## src/rtl/mc_controller.sv

```systemverilog
// Multicycle RISC-V control unit: Moore FSM with combinational
// immediate-format and ALU-operation decode.
// Optional feature: define MC_BNE_EN to let the BEQ state also resolve bne
// (funct3[0] inverts the branch condition).
module mc_controller (
    input  logic       clk,
    input  logic       reset,
    input  logic [6:0] op,
    input  logic [2:0] funct3,
    input  logic       funct7b5,
    input  logic       Zero,
    input  logic       MemReady,
    output logic       PCWrite,
    output logic       AdrSrc,
    output logic       IRWrite,
    output logic       MemWrite,
    output logic       RegWrite,
    output logic [1:0] ALUSrcA,
    output logic [1:0] ALUSrcB,
    output logic [1:0] ResultSrc,
    output logic [1:0] ImmSrc,
    output logic [2:0] ALUControl,
    output logic       Illegal
);

    typedef enum logic [3:0] {
        FETCH, DECODE, MEMADR, MEMREAD, MEMWB, MEMWRITE,
        EXECR, ALUWB, EXECI, JAL, BEQ
    } state_t;

    state_t     state, next_state;
    logic       pcupdate, branch, taken;
    logic       irwrite_s, memwrite_s, regwrite_s, illegal_s;
    logic [1:0] aluop;

    // State register, forced to FETCH asynchronously by reset
    always_ff @(posedge clk or posedge reset) begin
        if (reset) state <= FETCH;
        else       state <= next_state;
    end

    // Next-state and per-state control decode
    always_comb begin
        next_state = FETCH;
        pcupdate   = 1'b0;
        branch     = 1'b0;
        aluop      = 2'b00;
        AdrSrc     = 1'b0;
        irwrite_s  = 1'b0;
        memwrite_s = 1'b0;
        regwrite_s = 1'b0;
        illegal_s  = 1'b0;
        ALUSrcA    = 2'b00;
        ALUSrcB    = 2'b00;
        ResultSrc  = 2'b00;
        case (state)
            FETCH: begin
                ALUSrcB    = 2'b10;
                ResultSrc  = 2'b10;
                irwrite_s  = MemReady;
                pcupdate   = MemReady;
                next_state = MemReady ? DECODE : FETCH;
            end
            DECODE: begin
                ALUSrcA = 2'b01;
                ALUSrcB = 2'b01;
                case (op)
                    7'b0000011,
                    7'b0100011: next_state = MEMADR;
                    7'b0110011: next_state = EXECR;
                    7'b0010011: next_state = EXECI;
                    7'b1101111: next_state = JAL;
                    7'b1100011: next_state = BEQ;
                    default: begin
                        next_state = FETCH;
                        illegal_s  = 1'b1;
                    end
                endcase
            end
            MEMADR: begin
                ALUSrcA    = 2'b10;
                ALUSrcB    = 2'b01;
                next_state = (op == 7'b0000011) ? MEMREAD : MEMWRITE;
            end
            MEMREAD: begin
                AdrSrc     = 1'b1;
                next_state = MemReady ? MEMWB : MEMREAD;
            end
            MEMWB: begin
                ResultSrc  = 2'b01;
                regwrite_s = 1'b1;
                next_state = FETCH;
            end
            MEMWRITE: begin
                AdrSrc     = 1'b1;
                memwrite_s = 1'b1;
                next_state = MemReady ? FETCH : MEMWRITE;
            end
            EXECR: begin
                ALUSrcA    = 2'b10;
                aluop      = 2'b10;
                next_state = ALUWB;
            end
            EXECI: begin
                ALUSrcA    = 2'b10;
                ALUSrcB    = 2'b01;
                aluop      = 2'b10;
                next_state = ALUWB;
            end
            ALUWB: begin
                regwrite_s = 1'b1;
                next_state = FETCH;
            end
            JAL: begin
                ALUSrcA    = 2'b01;
                ALUSrcB    = 2'b10;
                pcupdate   = 1'b1;
                next_state = ALUWB;
            end
            BEQ: begin
                ALUSrcA    = 2'b10;
                aluop      = 2'b01;
                branch     = 1'b1;
                next_state = FETCH;
            end
            default: next_state = FETCH;
        endcase
    end

    // Immediate format selected directly from the opcode
    always_comb begin
        case (op)
            7'b0100011: ImmSrc = 2'b01;
            7'b1100011: ImmSrc = 2'b10;
            7'b1101111: ImmSrc = 2'b11;
            default:    ImmSrc = 2'b00;
        endcase
    end

    // ALU operation from ALUOp class and funct fields
    always_comb begin
        ALUControl = 3'b000;
        case (aluop)
            2'b01: ALUControl = 3'b001;
            2'b10: begin
                case (funct3)
                    3'b000:  ALUControl = (funct7b5 & op[5]) ? 3'b001 : 3'b000;
                    3'b010:  ALUControl = 3'b101;
                    3'b110:  ALUControl = 3'b011;
                    3'b111:  ALUControl = 3'b010;
                    default: ALUControl = 3'b000;
                endcase
            end
            default: ALUControl = 3'b000;
        endcase
    end

`ifdef MC_BNE_EN
    assign taken = Zero ^ funct3[0];
`else
    assign taken = Zero;
`endif

    // FETCH is the reset state but its MemReady-driven strobes must stay
    // quiet while reset is held, so every write-type output is gated here.
    assign PCWrite  = ~reset & (pcupdate | (branch & taken));
    assign IRWrite  = ~reset & irwrite_s;
    assign MemWrite = ~reset & memwrite_s;
    assign RegWrite = ~reset & regwrite_s;
    assign Illegal  = ~reset & illegal_s;

endmodule

```

## config.mk

```make
export PLATFORM = sky130hd
export DESIGN_NAME = mc_controller
export DESIGN_NICKNAME = d
export VERILOG_FILES = /design/src/rtl/mc_controller.sv
export SDC_FILE = /design/constraint.sdc
export NUM_CORES = 1
export LEC_CHECK = 0
export CORE_MARGIN = 3
export CORE_UTILIZATION = 40
export CTS_CLUSTER_DIAMETER = 60
export DETAILED_ROUTE_END_ITERATION = 10
export PLACE_DENSITY = 0.79
export SYNTH_ARGS = -nofsm -noshare
export SYNTH_HDL_FRONTEND = slang
export SYNTH_SLANG_ARGS = --single-unit
```

## constraint.sdc

```tcl
create_clock -name clk -period 2.3 [get_ports clk]
set_input_delay 0.46 -clock clk [delete_from_list [all_inputs] [get_ports clk]]
set_output_delay 0.46 -clock clk [all_outputs]
set_load 0.02 [all_outputs]
```

==> flow_summary.json <==
{
  "grt_start_max_net_pins": 19,
  "largest_register_ffs": 4,
  "timing_hold_violations_final": 0,
  "clk_root_buffer_cell": "sky130_fd_sc_hd__clkbuf_4",
  "die_area_mm2": 0.00216,
  "violated_checks": "negative setup slack",
  "synth-main-ff-cell": "sky130_fd_sc_hd__dfrtp_1",
  "yosys_register_bits": 4,
  "timing.final.setup_violations": 1,
  "yosys.cell_count.top_type": "sky130_fd_sc_hd__nand2_1",
  "cts_hold_buf": 0,
  "regToRegStartpoint": "state[2]",
  "grtUsageMet3_pct": 2.34,
  "start_kind": "flip-flop",
  "synth-edff-count": 0,
  "p_leak_uw": 0.000564,
  "report.final.slew_viol_count": 0,
  "rrSetupSlack_ps": 570,
  "synth.top_cell.area_share_pct": 15.2,
  "drcViolationCount": 0,
  "routabilityCongestion": 0.784,
  "cts_buffer_depth": 2,
  "peak_fanout_along_the_critical_path": 2,
  "die_h_um": 46.5,
  "rsz0062_at_grt": "true",
  "die_w_um": 46.5,
  "power.total_uw": 685,
  "clock_tree_from_tritoncts": "built",
  "gate_count_of_the_mapped_netlist": 89,
  "clkTransAtPathRegs_ps": 40,
  "initialDrtViolationCount": 17,
  "worstRegToRegCells": 5,
  "hold_depth": 4,
  "clock_latency_on_the_worst_skew_pair_ps": 230,
  "final_layout_size_suffix_gt1_share_pct": 35.0,
  "timing.critical_path.to_type": "output port",
  "dpl.hpwl_um": 1750,
  "power_per_cell_area_mw_per_mm2": 563,
  "ir_drop_mv": 0.421,
  "syn_nets": 106,
  "cp_data_required_time_ps": 1840,
  "numClockSinks": 4,
  "finalWirelength_um": 2450,
  "path_class": "flip-flop to output port",
  "detailedRoute.firstPassIterationCount": 4,
  "cts.htree.levels": 1,
  "worst_pin_slew_ps": 362,
  "rows": 14,
  "mean_syn_cell_area_um2": 7.38,
  "outcome": "complete, but fails checks",
  "min-delay-path-class": "flip-flop to flip-flop",
  "reg.largest.list": "state (4)",
  "wl_per_cell_um": 15.4,
  "max_freq_mhz": 428,
  "groute.layer.met2.usage_pct": 45.3,
  "finalWorstSetupSlack_ps": -37.3,
  "post_synth_instance_area_um2": 657,
  "layout_net_count": 162,
  "distinct_cell_type_count_after_synthesis": 41,
  "first_pass_grt_wire_length_um": 3790,
  "antenna_fix_cells": 0,
  "fill_cells": 126,
  "slew_headroom_pct": 75.9,
  "globalRoute.busiestLayer": "met2",
  "arrival_ps": 1880,
  "layout_worst_path_cycle_share_pct": 102,
  "asyncSetResetFlopFracSynth_pct": 100,
  "num_vias": 893,
  "hold_end": "state[1]",
  "grt_pass1_vias": 881,
  "synth.yosys.warnings": 0,
  "seq_area_frac_synth_pct": 15.2,
  "yosys-top-cells-area": "sky130_fd_sc_hd__dfrtp_1 15%, sky130_fd_sc_hd__nand2b_1 5.7%, sky130_fd_sc_hd__nand2_1 4.0%",
  "cap_viol_max_count": 0,
  "areaGrowthSynthToFinish_pct": 85.1,
  "multi_input_area_um2": 576,
  "cts_inserted_buffers": 3,
  "synth.cells.most_frequent": "7 x sky130_fd_sc_hd__nand2_1, 6 x sky130_fd_sc_hd__nand2b_1, 5 x sky130_fd_sc_hd__a21oi_1, 5 x sky130_fd_sc_hd__inv_1",
  "finalCoreUtilization_pct": 79.8,
  "post_route_clock_skew_ps": 2.70,
  "final_antenna_net_count": 0,
  "vias_per_cell": 5.62,
  "ff_latch_area_um2": 100,
  "globalRouteTotalUtil_pct": 23.5,
  "crit-reg2reg-capture": "state[1]",
  "initial_core_util_pct": 43.1,
  "globalRouteOverflowTotal": 0,
  "core_mm2": 0.00152,
  "netlist.top_cell.by_area": "sky130_fd_sc_hd__dfrtp_1",
  "hold_path_startpoint": "state[3]",
  "max_flop_register": "state",
  "port_buffers": 31,
  "grt_antenna_before_repair": 0,
  "period_needed_ps": 2340,
  "top_level_ports": 32,
  "grt.met1_usage_pct": 27.4
}
## metal layers
layer  share of wire, %  up-vias
met3                4.9        0
met2                 55       30
met1                 40      417
li1                   -      446
met5                  0        -
met4                  0        0
## worst max-delay path, cell delays in order, from the launching register on
cell and delay [ps]:
sky130_fd_sc_hd__dfrtp_1 390, sky130_fd_sc_hd__or3b_4 410, sky130_fd_sc_hd__a21oi_4 170, sky130_fd_sc_hd__ha_4 150
sky130_fd_sc_hd__nor2b_4 120, sky130_fd_sc_hd__o21ai_1 80, sky130_fd_sc_hd__a21oi_1 160, sky130_fd_sc_hd__buf_4 160
## worst max-delay path by stage
| stage | startpoint | endpoint |
|---|---|---|
| after detailed placement | op[0] | ImmSrc[0] |
| final | state[1] | ALUControl[0] |
| after global routing | state[1] | ALUControl[0] |
| after CTS | state[1] | ALUControl[0] |
| after floorplan | state[1] | ALUControl[2] |
| after global placement | op[0] | ImmSrc[0] |
## layout make-up
cell class	instances	share of cell area, %
timing repair buffer	57	39.4
multi-input combinational	74	47.3
tap	16	1.65
inverter	5	1.54
clock buffer	3	1.85
sequential	4	8.23
## power breakdown
part / total [µW] / switching, µW / internal (µW)
logic: 497 / 257 / 240
registers: 105 / 21.7 / 83.1
clock network: 82.6 / 24.5 / 58.1
total: 685 / 303 / 381
## what timing repair did
action                                  CTS  global route
setup buffers                             1             0
gates resized for setup                  49            15
hold endpoints to repair                  0             0
pin swaps                                 4             4
endpoints found under the setup margin   15             7
## cells by family after synthesis
group,after synthesis,share of synthesized area (%)
flip-flops,4,15.2
buffers and inverters,11,7.62
XOR/XNOR,2,2.67
AND/OR/NAND/NOR,49,49.3
AO/OA/AOI/OAI,21,21.3
adder cells (fa/ha/maj),2,3.81
## cells in the final DEF, fill, tap and decap left out, drive strengths merged, types with 2 or more instances in the layout
cell type and n:
nand2b 6, dlygate4sd2 11, dfrtp 4, nand2 7
clkdlybuf4s50 11, nor3 4, nor2 4, or3b 2
and3b 2, buf 32, or4bb 2, inv 5
nor3b 2, nor4bb 2, a21oi 5, clkbuf 5
ha 2, a211oi 2, nand3b 2, nor4 4
nor4b 2, nor2b 4, o21ai 5
## stage by stage
stage          instance area (µm²)  std cells  hold WS, ps  setup TNS, ps  setup WS (ps)
2_1_floorplan                  674         89          231              0           33.2
3_3_place_gp                  1160        155          678          -2660           -459
3_5_place_dp                  1160        155          700          -2820           -503
4_1_cts                       1190        159          731          -8.38          -8.38
5_1_grt                       1220        159          767           -198           -112
6_report                      1220        159          756          -37.3          -37.3
No activity file was read; power rests on OpenSTA's default activity.
